--- config.mk ---
export PLATFORM = sky130hd
export DESIGN_NAME = load_store_unit
export DESIGN_NICKNAME = d
export VERILOG_FILES = /design/src/rtl/load_store_unit.sv
export SDC_FILE = /design/constraint.sdc
export NUM_CORES = 1
export LEC_CHECK = 0
export CAP_MARGIN = 40
export CORE_AREA = 10 10 152 225
export CTS_CLUSTER_DIAMETER = 150
export DETAILED_ROUTE_END_ITERATION = 7
export DIE_AREA = 0 0 162 235
export PLACE_DENSITY = 0.79
export RECOVER_POWER = 25
export SYNTH_ARGS = -nofsm -noshare
export SYNTH_HDL_FRONTEND = slang
export SYNTH_SLANG_ARGS = --single-unit
--- constraint.sdc ---
create_clock -name i_clk -period 4 [get_ports i_clk]
set_clock_uncertainty 0.15 [all_clocks]
set_input_delay 0.6 -clock i_clk [delete_from_list [all_inputs] [get_ports i_clk]]
set_output_delay 0.6 -clock i_clk [all_outputs]
set_load 0.01 [all_outputs]
--- src/rtl/load_store_unit.sv ---
// -----------------------------------------------------------------------------
// load_store_unit
//
// Bridges a RISC-V style load/store request onto a 64-bit, doubleword-wide
// memory (Memoria64). Sub-doubleword stores are done as read-modify-write
// of the containing doubleword. Loads are extracted from the doubleword read
// and sign- or zero-extended. Misaligned or illegal requests complete without
// touching memory.
//
// Parameters
//   READ_LATENCY      cycles from o_mem_addr first driven to i_mem_rdata valid
//                     (1..3)
//
// Ports
//   i_clk             clock, all state updates on the rising edge
//   i_reset_n         synchronous reset, active low
//   i_req_valid       request present
//   o_req_ready       unit idle, request will be accepted
//   i_req_store       1 = store, 0 = load
//   i_req_funct3      RISC-V funct3 (b,h,w,d,bu,hu,wu)
//   i_req_addr        byte address
//   i_req_wdata       store data, low-order bytes used
//   o_resp_valid      one-cycle completion pulse
//   o_resp_rdata      extended load result (0 for stores and errors)
//   o_resp_misaligned completed request was misaligned
//   o_resp_illegal    completed request had an invalid funct3
//   o_mem_addr        doubleword-aligned memory address (0 when idle)
//   o_mem_wr          memory write strobe
//   o_mem_wdata       memory write data (0 when not writing)
//   i_mem_rdata       memory read data
// -----------------------------------------------------------------------------
module load_store_unit #(
  parameter int READ_LATENCY = 1
) (
  input  logic        i_clk,
  input  logic        i_reset_n,
  input  logic        i_req_valid,
  output logic        o_req_ready,
  input  logic        i_req_store,
  input  logic [2:0]  i_req_funct3,
  input  logic [63:0] i_req_addr,
  input  logic [63:0] i_req_wdata,
  output logic        o_resp_valid,
  output logic [63:0] o_resp_rdata,
  output logic        o_resp_misaligned,
  output logic        o_resp_illegal,
  output logic [63:0] o_mem_addr,
  output logic        o_mem_wr,
  output logic [63:0] o_mem_wdata,
  input  logic [63:0] i_mem_rdata
);

  // READ lasts READ_LATENCY+1 cycles: the counter runs 0..READ_LATENCY.
  localparam logic [1:0] LAST_CNT = 2'(READ_LATENCY);

  typedef enum logic [1:0] {
    S_IDLE,
    S_READ,
    S_WRITE,
    S_RESP
  } state_t;

  state_t r_state;
  state_t w_state_next;

  // Captured request
  logic        r_store;
  logic [2:0]  r_funct3;
  logic [63:0] r_addr;
  logic [63:0] r_wdata;

  logic [1:0]  r_cnt;
  logic [63:0] r_buf;

  logic [63:0] r_resp_rdata;
  logic        r_resp_misaligned;
  logic        r_resp_illegal;

  logic        w_accept;
  logic        w_in_illegal;
  logic        w_in_misaligned;
  logic        w_in_error;
  logic        w_in_sd;
  logic        w_read_last;
  logic [63:0] w_buf_next;
  logic [2:0]  w_off;
  logic [63:0] w_load_shifted;
  logic [63:0] w_load_result;
  logic [7:0]  w_size_mask;
  logic [7:0]  w_store_mask;
  logic [63:0] w_store_shifted;
  logic [63:0] w_store_merged;

  // ---------------------------------------------------------------------------
  // Request classification (on the live inputs, used only at accept)
  // ---------------------------------------------------------------------------
  assign w_accept     = i_req_valid && (r_state == S_IDLE);
  assign w_in_illegal = (i_req_funct3 == 3'b111) || (i_req_store && i_req_funct3[2]);
  assign w_in_sd      = i_req_store && (i_req_funct3 == 3'b011);

  // funct3[1:0] encodes log2(size); misaligned means the low log2(size)
  // address bits are not all zero.
  always_comb begin
    w_in_misaligned = 1'b0;
    case (i_req_funct3[1:0])
      2'b01:   w_in_misaligned = i_req_addr[0];
      2'b10:   w_in_misaligned = |i_req_addr[1:0];
      2'b11:   w_in_misaligned = |i_req_addr[2:0];
      default: w_in_misaligned = 1'b0;
    endcase
  end

  assign w_in_error = w_in_illegal || w_in_misaligned;

  // ---------------------------------------------------------------------------
  // Read buffer: memory data is taken on the edge that ends the last READ
  // cycle. The load extract and response register use the next-buffer value
  // so the result is ready on that same edge.
  // ---------------------------------------------------------------------------
  assign w_read_last = (r_state == S_READ) && (r_cnt == LAST_CNT);
  assign w_buf_next  = w_read_last ? i_mem_rdata : r_buf;

  assign w_off          = r_addr[2:0];
  assign w_load_shifted = w_buf_next >> {w_off, 3'b000};

  always_comb begin
    w_load_result = w_load_shifted;
    case (r_funct3)
      3'b000:  w_load_result = {{56{w_load_shifted[7]}},  w_load_shifted[7:0]};
      3'b001:  w_load_result = {{48{w_load_shifted[15]}}, w_load_shifted[15:0]};
      3'b010:  w_load_result = {{32{w_load_shifted[31]}}, w_load_shifted[31:0]};
      3'b100:  w_load_result = {56'd0, w_load_shifted[7:0]};
      3'b101:  w_load_result = {48'd0, w_load_shifted[15:0]};
      3'b110:  w_load_result = {32'd0, w_load_shifted[31:0]};
      default: w_load_result = w_load_shifted;
    endcase
  end

  // ---------------------------------------------------------------------------
  // Store merge: byte-enable mask of the access size, moved to the byte
  // offset. Accesses are aligned, so the mask never wraps. For sd the mask is
  // all ones and the write data is the store data unchanged.
  // ---------------------------------------------------------------------------
  always_comb begin
    w_size_mask = 8'h01;
    case (r_funct3[1:0])
      2'b00:   w_size_mask = 8'h01;
      2'b01:   w_size_mask = 8'h03;
      2'b10:   w_size_mask = 8'h0F;
      default: w_size_mask = 8'hFF;
    endcase
  end

  assign w_store_mask    = w_size_mask << w_off;
  assign w_store_shifted = r_wdata << {w_off, 3'b000};

  generate
    for (genvar gi = 0; gi < 8; gi++) begin : g_merge
      assign w_store_merged[8*gi +: 8] = w_store_mask[gi] ? w_store_shifted[8*gi +: 8]
                                                          : r_buf[8*gi +: 8];
    end
  endgenerate

  // ---------------------------------------------------------------------------
  // FSM next state
  // ---------------------------------------------------------------------------
  always_comb begin
    w_state_next = r_state;
    case (r_state)
      S_IDLE: begin
        if (w_accept) begin
          if (w_in_error) begin
            w_state_next = S_RESP;
          end else if (w_in_sd) begin
            w_state_next = S_WRITE;
          end else begin
            w_state_next = S_READ;
          end
        end
      end
      S_READ: begin
        if (w_read_last) begin
          w_state_next = r_store ? S_WRITE : S_RESP;
        end
      end
      S_WRITE: w_state_next = S_RESP;
      S_RESP:  w_state_next = S_IDLE;
      default: w_state_next = S_IDLE;
    endcase
  end

  // ---------------------------------------------------------------------------
  // State and datapath registers
  // ---------------------------------------------------------------------------
  always_ff @(posedge i_clk) begin
    if (!i_reset_n) begin
      r_state           <= S_IDLE;
      r_store           <= 1'b0;
      r_funct3          <= 3'd0;
      r_addr            <= 64'd0;
      r_wdata           <= 64'd0;
      r_cnt             <= 2'd0;
      r_buf             <= 64'd0;
      r_resp_rdata      <= 64'd0;
      r_resp_misaligned <= 1'b0;
      r_resp_illegal    <= 1'b0;
    end else begin
      r_state <= w_state_next;
      r_buf   <= w_buf_next;
      r_cnt   <= (r_state == S_READ) ? r_cnt + 2'd1 : 2'd0;

      if (w_accept) begin
        r_store  <= i_req_store;
        r_funct3 <= i_req_funct3;
        r_addr   <= i_req_addr;
        r_wdata  <= i_req_wdata;
      end

      // Response fields change only on entry to RESP and hold until the next.
      if (w_accept && w_in_error) begin
        r_resp_rdata      <= 64'd0;
        r_resp_misaligned <= w_in_misaligned && !w_in_illegal;
        r_resp_illegal    <= w_in_illegal;
      end else if (w_read_last && !r_store) begin
        r_resp_rdata      <= w_load_result;
        r_resp_misaligned <= 1'b0;
        r_resp_illegal    <= 1'b0;
      end else if (r_state == S_WRITE) begin
        r_resp_rdata      <= 64'd0;
        r_resp_misaligned <= 1'b0;
        r_resp_illegal    <= 1'b0;
      end
    end
  end

  // ---------------------------------------------------------------------------
  // Outputs
  // ---------------------------------------------------------------------------
  assign o_req_ready       = (r_state == S_IDLE);
  assign o_resp_valid      = (r_state == S_RESP);
  assign o_resp_rdata      = r_resp_rdata;
  assign o_resp_misaligned = r_resp_misaligned;
  assign o_resp_illegal    = r_resp_illegal;
  assign o_mem_addr        = (r_state == S_IDLE) ? 64'd0 : {r_addr[63:3], 3'b000};
  assign o_mem_wr          = (r_state == S_WRITE);
  assign o_mem_wdata       = (r_state == S_WRITE) ? w_store_merged : 64'd0;

endmodule

* After elaboration in Yosys (flattened, before gate mapping) *
Cells that the tools add are included.

cells by class
  add/subtract/negate cells = 1
  reduce and logical (&&, ||, !) cells = 21
  equal/unequal tests = 18
  bitwise logic cells = 1
  muxes and demuxes = 26
  shifts and indexed selects = 3

operators with widths
  operator             count
  $pmux 64 s6          1
  $mux 64              5
  $mux 8               8
  $shl 64x6->64        1
  $shr 64x6->64        1
  $pmux 8 s3           1
  $eq 3x3->1 const B   4
  $eq 2x2->1 const B   5
  $eq 2x1->1 const B   4
  $mux 2               4
  $pmux 2 s4           1
  $shl 8x3->8          1
  $logic_and 1x1->1    7
  $eq 3x2->1 const B   2
  $mux 1               5
  $logic_not 2->1      2
  $reduce_and 2->1     2
  $reduce_or 2->1      2
  $eq 3x1->1 const B   1
  $logic_not 3->1      1
  $pmux 1 s3           1
  $reduce_bool 3->1    1
  $reduce_or 3->1      1
  $add 2x1->2 const B  1
  6 further kinds      8

storage, ports and cells
  input port bits = 199
  logic and storage cells = 80
  output and inout bits = 197
  register bits = 266

* Depth between registers and ports, before layout *
Gate-level depths: netlist of the first run.

  depth in word-level cells = 6
  depth in mapped cells = 13

* Least setup slack after synthesis of the first run *
Ideal clock, no wire load.

  path kind = flip-flop to output port
  start = register r_addr[0]
  end = output port o_mem_wdata[36]
  arrival time = 2.198 ns
  buffers on the path = 4
  data required time = 3.250 ns
  setup slack = 1.052 ns
  stages on the path, launching flop included = 9
  path through = dfxtp_1 buf_2 buf_2 buf_1 clkbuf_1 nor2_1 a211oi_1 a311oi_1 nor3b_1

between the ends
  longest elaborated chain between the ends = 3

ends and longest elaborated chain
  item                                                 line      text
  start, declared                                      69        logic [63:0] r_addr;
  start signal, assigned                               215       r_addr <= i_req_addr;
  $shl 64x6->64 / $shl 8x3->8 (equally long branches)  155, 154
  $mux 8 (*)                                           159       assign w_store_merged[8*gi +: 8] = w_store_mask[gi] ? w_store_shifted[8*gi +: 8]
  $mux 64 (*)                                          246       assign o_mem_wdata = (r_state == S_WRITE) ? w_store_merged : 64'd0;
  end, declared                                        49        output logic [63:0] o_mem_wdata,

Mark *: on every way between the ends. The rest lies on a longest branch, timed or not.

* Worst setup path in the final report of the first run *
  start = register r_addr[1]
  end = output port o_mem_wdata[53]

The elaborated chain is that of the path after synthesis.

==> run metrics, run 1 <==
status finished, final reports clean; pre-CTS WS 0.656 ns; commonest non-fill, non-tap cell in the layout nand2_1; setup TNS 0 ns; net count reported at finish 2327; GRT busiest layer met2; setup ws final 0.0917 ns; worst slew pin tran 1.27 ns; Netlist cell types 59; number of synthesized register bits 266; multi-input logic area 8870 sq um; die area 38100 sq um; die height 235 um; cell area power density 468 nW/um^2; Post-synth top flop dfxtp_1; CP max stage cell clkdlybuf4s50_1; GRT Total Usage 31.6%; CTS buffer count 26; Slew Limit Fails 0; Pleak 7.70 nW; Setup CP Type reg -> out; Switch Pwr 0.00363 W; Slew HR 15.5%; Critical Path End Type output port; CP Launch Type flop; row count 78; area delta synth->final 34.5%; GR Layer Usage met3 8.04%; post-synthesis cell count 1809; Ys Warns 0; CORE AREA 30100 sq um; worst-path maximum fanout 48; crit path time final 3.91 ns; Clk pin slew, worst setup/hold paths 0.06 ns; CP bufs+invs 3; final hold slack 0.203 ns; FF+latch area 5330 sq um; clk root buf clkbuf_16; number of port buffers 392; Vias 15200; clk sinks 266; vias in the first global route 15000; asr flop ratio synth 0%; layout cells sized above 1 7.66%; CP required 3.25 ns; M1 GR Usage 34.3%; Mapped Area 14900 sq um; antenna viol nets, final 0; Initial Utilization 49.4%; type of the most critical hold path in -> reg; Critical Path AT 3.16 ns; commonest non-fill, non-tap cells in the layout nand2_1 (472), clkdlybuf4s50_1 (325), dfxtp_1 (263), mux2i_1 (159), a21boi_0 (158); largest net degree at the start of global routing 78; final setup vio count 0; initial antenna violation count 4; WL/cell 25.0 um; Max IR drop VDD 389 uV; drt initial violations 1233; Largest delay share family, worst path buffers and inverters; Skew-Pair Late Insertion Delay 0.57 ns; Comb power frac 38.7%; DRC 0; critical-path cell list buf_12 > mux2i_1 > nor2_1 > a21oi_1 > buf_4 > a211o_1 > a21boi_0 > clkdlybuf4s50_1; Die Wd 162 um; power share of the clock group 27.1%; Reg power frac 34.2%; Global Route met2 Usage 54.8%; Final Hold Viols 0; CTS Buffer Depth 3; post-synthesis sequential area ratio 35.8%; Via density 5.95; Internal Power 0.00572 W; RSZ-0062 raised after global routing false; final worst-path cycle share 97.7%; grt total ovfl 0; iteration count of the initial detailed-routing pass 6; Fill cells 2616; dpl hpwl 49100 um; Sw Share 38.8%; GP Congestion 1.13; drt total wl 63700 um; max cap viols 0; CTS tree done; CP max stage delay 0.59 ns; Synth Area per Inst 8.21 sq um; f_max 0.256 GHz; post-layout util 66.5%; count of flip-flops with a built-in enable after synthesis 0; H-tree depth 1; I/O pin cnt 396; first-pass GRT wire length 94100 um
## cell usage after synthesis (23+ instances only)
cell type,instances,share of area [%]
a21boi_0,158,8.0
a21oi_1,49,1.7
a22oi_1,23,1.2
clkbuf_1,120,3.0
dfxtp_1,266,36
mux2_2,23,1.7
mux2i_1,159,11
nand2_1,473,12
nand3_1,34,1.1
nor2_1,42,1.1
nor2b_1,126,5.3
o211a_1,32,2.2
o21ai_0,25,0.84
## power by group through the flow
stage               Combinational [W]  Sequential (W)  Clock [W]
global placement              0.00350         0.00323          0
floorplan                     0.00224         0.00311          0
global route                  0.00386         0.00322    0.00263
finish                        0.00362         0.00320    0.00253
CTS                           0.00357         0.00319    0.00255
detailed placement            0.00355         0.00325          0
## logic make-up after synthesis
kind of cell,share of synthesized area (%)
AO/OA/AOI/OAI,23.6
adder cells (fa/ha/maj),0.421
buffers and inverters,4.74
flip-flops,35.8
multiplexers,14.0
other,0.0252
AND/OR/NAND/NOR,21.4
## layer usage
| layer | up-vias | share of wire (%) |
|---|---|---|
| li1 | 6934 | - |
| met5 | - | 0.020 |
| met4 | 2 | 6.2 |
| met1 | 7171 | 35 |
| met2 | 849 | 49 |
| met3 | 196 | 9.0 |
## timing repair
item | CTS | global route
hold buffers | 0 | 0
endpoints found under the setup margin | 0 | 5
endpoints found under the hold margin | 0 | 0
resized for setup | 0 | 2
buffers inserted | 0 | 0
## worst register-to-register path: cells and delay by family (launching register included)
| family | cells | cell delay, ns |
|---|---|---|
| adder cells (fa/ha/maj) | 1 | 1.00 |
| AND/OR/NAND/NOR | 4 | 0.84 |
| AO/OA/AOI/OAI | 2 | 0.64 |
| buffers and inverters | 2 | 0.38 |
| flip-flops | 1 | 0.35 |
## state kept, by name, indices dropped and copies added, names as in the netlist
name,count
o_resp_rdata,64
r_wdata,64
o_resp_misaligned,1
r_store,1
r_buf,64
r_addr,64
r_cnt,2
r_state,2
o_resp_illegal,1
r_funct3,3
## through the flow
step	cell area, sq um	power, W	std cells
after global routing	20000	0.00972	2545
after detailed placement	19100	0.00679	2495
after CTS	20000	0.00931	2542
after floorplan	14900	0.00535	1811
after global placement	19100	0.00673	2493
final	20000	0.00935	2545
## layout make-up
type / instances / share of cell area, %
repair buffers: 443 / 21.9
clock buffers: 38 / 3.89
inverters: 8 / 0.150
multi-input cells: 1378 / 44.4
diodes: 3 / 0.0376
clock inverters: 9 / 0.463
flip-flops and latches: 266 / 26.7
well taps: 400 / 2.50
## final timing paths
path | from | endpoint | slack [ns] | depth (start not counted)
setup / recovery | r_addr[1] | o_mem_wdata[53] | 0.09 | 8
hold / removal | i_reset_n | r_addr[62] | 0.20 | 2
setup reg to reg | r_state[1] | o_resp_rdata[17] | 0.49 | 9
hold reg to reg | r_cnt[0] | r_cnt[0] | 0.29 | 1
Power figures use the tool's default switching activity.
==> inputs of run 2 (changes only) <==
--- a/config.mk
+++ b/config.mk
@@ -6,12 +6,14 @@
 export NUM_CORES = 1
 export LEC_CHECK = 0
 export CAP_MARGIN = 40
-export CORE_AREA = 10 10 152 225
+export CELL_PAD_IN_SITES_DETAIL_PLACEMENT = 1
+export CELL_PAD_IN_SITES_GLOBAL_PLACEMENT = 1
+export CORE_AREA = 10 10 177 262
 export CTS_CLUSTER_DIAMETER = 150
 export DETAILED_ROUTE_END_ITERATION = 7
-export DIE_AREA = 0 0 162 235
+export DIE_AREA = 0 0 187 272
+export HOLD_SLACK_MARGIN = 0.12
 export PLACE_DENSITY = 0.79
-export RECOVER_POWER = 25
 export SYNTH_ARGS = -nofsm -noshare
 export SYNTH_HDL_FRONTEND = slang
 export SYNTH_SLANG_ARGS = --single-unit
==> run metrics, run 2 (synthesis gave the netlist of run 1 again) <==
area delta synth->final 37.8%; commonest non-fill, non-tap cells in the layout nand2_1 (471), clkdlybuf4s50_1 (391), dfxtp_1 (263), mux2i_1 (159), a21boi_0 (155); I/O pin cnt 396 (unchanged); Comb power frac 38.1% (-0.6 points); commonest non-fill, non-tap cell in the layout nand2_1; cell area after layout 20500 sq um (+2.4%); status finished, final reports clean; RSZ-0062 raised after global routing true; Critical Path End Type output port; WL/cell 26.7 um (+6.8%); layout cells sized above 1 9.22% (+1.6 points); clk root buf clkbuf_16; Largest delay share family, worst path simple AND/OR/NAND/NOR gates; net count reported at finish 2340 (+0.56%); vias in the first global route 16300 (+8.1%); cell area power density 489 nW/um^2 (+4.5%); pre-CTS WS 0.379 ns (-0.277 ns); DRC 0 (unchanged); Fill cells 4926 (+88%); Initial Utilization 35.6% (-14 points); type of the most critical hold path reg -> reg; Die Wd 187 um (+15%); worst min-delay path endpoint o_resp_rdata[62]; f_max 0.258 GHz (+0.74%); GP Congestion 0.945 (-17%); row count 92 (+18%); CP required 3.25 ns (about the same); CP bufs+invs 2 (-1); Via density 5.50 (-7.7%); CP Launch Type flop; antenna viol nets, final 0 (unchanged); max cap viols 0 (unchanged); Vias 15000 (-1.1%); iteration count of the initial detailed-routing pass 5 (-1); first-pass GRT wire length 107000 um (+14%); Clk pin slew, worst setup/hold paths 0.07 ns (about the same); die area 50900 sq um (+34%); CP max stage cell clkdlybuf4s50_1; Reg power frac 32.0% (-2.2 points); die height 272 um (+16%); final std cells w/o fill 2726 (+7.1%); GRT Total Usage 27.4% (-4.2 points); Crit Reg-Reg Endpoint o_resp_rdata[9]; Slew Limit Fails 0 (unchanged); final worst-path cycle share 97.0% (-0.72 points); Internal Power 0.00607 W (+6.1%); Switch Pwr 0.00394 W (+8.5%); CTS buffer count 29 (+12%); Setup CP Type reg -> out; Skew-Pair Late Insertion Delay 0.58 ns (about the same); multi-input logic area 8890 sq um (+0.27%); Post-Place Cells 2668 (+6.9%); Final Hold Viols 0 (unchanged); worst reg2reg path depth 9 (unchanged); setup ws final 0.120 ns (+0.0286 ns); CTS tree done; Max IR drop VDD 387 uV (-0.61%); number of port buffers 392 (unchanged); power share of the clock group 29.9% (+2.8 points); Hold Path Depth 2 (unchanged); reg2reg start r_state[1]; largest net degree at the start of global routing 91 (+17%); CTS Buffer Depth 3 (unchanged); initial antenna violation count 3 (-1); Sw Share 39.4% (+0.54 points); HP Start o_resp_rdata[62]; crit path time final 3.88 ns (-0.0286 ns); FF+latch area 5330 sq um (unchanged); worst slew pin tran 0.803 ns (-0.464 ns); worst-path maximum fanout 10 (-79%); clk sinks 266 (unchanged); CORE AREA 41700 sq um (+39%); Post-DP Area 19400 sq um (+1.3%); reg2reg setup slack 0.63 ns (+0.14 ns); Slew HR 46.5% (+31 points); grt total ovfl 0 (unchanged); final setup vio count 0 (unchanged); drt initial violations 1035 (-16%); CP max stage delay 0.54 ns (-0.05 ns); dpl hpwl 56900 um (+16%); critical-path cell list and2_1 > nor2_1 > a2bb2oi_2 > nor2_4 > o211ai_1 > a21boi_0 > buf_4 > clkdlybuf4s50_1; Pleak 7.60 nW (-1.3%); Critical Path AT 3.13 ns (-0.03 ns); H-tree depth 1 (unchanged); drt total wl 72800 um (+14%)
-- run 2: through the flow --
stage	hold WS (ns)	utilization [%]	total power [W]	setup TNS, ns
3_3_place_gp	0.256	46.4	0.00692	0
5_1_grt	0.312	49.1	0.0105	-0.0184
3_5_place_dp	0.268	46.5	0.00702	0
2_1_floorplan	0.247	-	0.00535	0
6_report	0.303	49.1	0.0100	0
4_1_cts	0.291	49.0	0.0100	0
-- run 2: power by group through the flow --
stage / Combinational, W / Clock [W] / Sequential [W]
after floorplan: 0.00224 / 0 / 0.00311
after global placement: 0.00368 / 0 / 0.00324
after detailed placement: 0.00376 / 0 / 0.00326
after CTS: 0.00379 / 0.00304 / 0.00320
after global routing: 0.00410 / 0.00314 / 0.00323
final: 0.00382 / 0.00299 / 0.00321
-- run 2: routing by layer --
metal,vias to the layer above,part of all wire [%],global-route usage [%]
met1,7345,37,28.5
met5,-,0,0
met2,513,51,50.2
met3,160,5.8,5.65
met4,0,6.2,15.7
li1,6964,-,-
-- run 2: repair_timing --
action,4_1_cts,5_1_grt
endpoints found under the setup margin,12,16
gates resized for setup,6,7
hold buffers,0,0
buffers inserted,0,1
-- run 2: area by class of cell --
cell class                 instances  share of cell area (%)
inverter                           8                   0.147
multi-input combinational       1378                    43.4
tap                              564                    3.45
antenna                            3                  0.0367
sequential                       266                    26.1
timing repair buffer             453                    21.7
clock buffer                      37                    4.04
clock inverter                    17                    1.09
-- run 2: tightest hold or removal path, delay by kind of cell (launching register included) --
family,cells,cell delay [ns]
AND/OR/NAND/NOR,1,0.05
AO/OA/AOI/OAI,1,0.05
flip-flops,1,0.31
-- run 2: how the worst max path moves through the flow --
stage                            to   startpoint  slack [ns]  cells past startpoint
floorplan           o_mem_wdata[36]    r_addr[0]        1.05                      8
global placement    o_mem_wdata[32]  r_funct3[0]        0.46                      7
detailed placement  o_mem_wdata[34]  r_funct3[1]        0.38                      7
CTS                 o_mem_wdata[55]    r_addr[0]        0.04                      7
global route        o_mem_wdata[39]  r_funct3[1]       -0.02                      8
finish              o_mem_wdata[39]  r_funct3[1]        0.12                      8
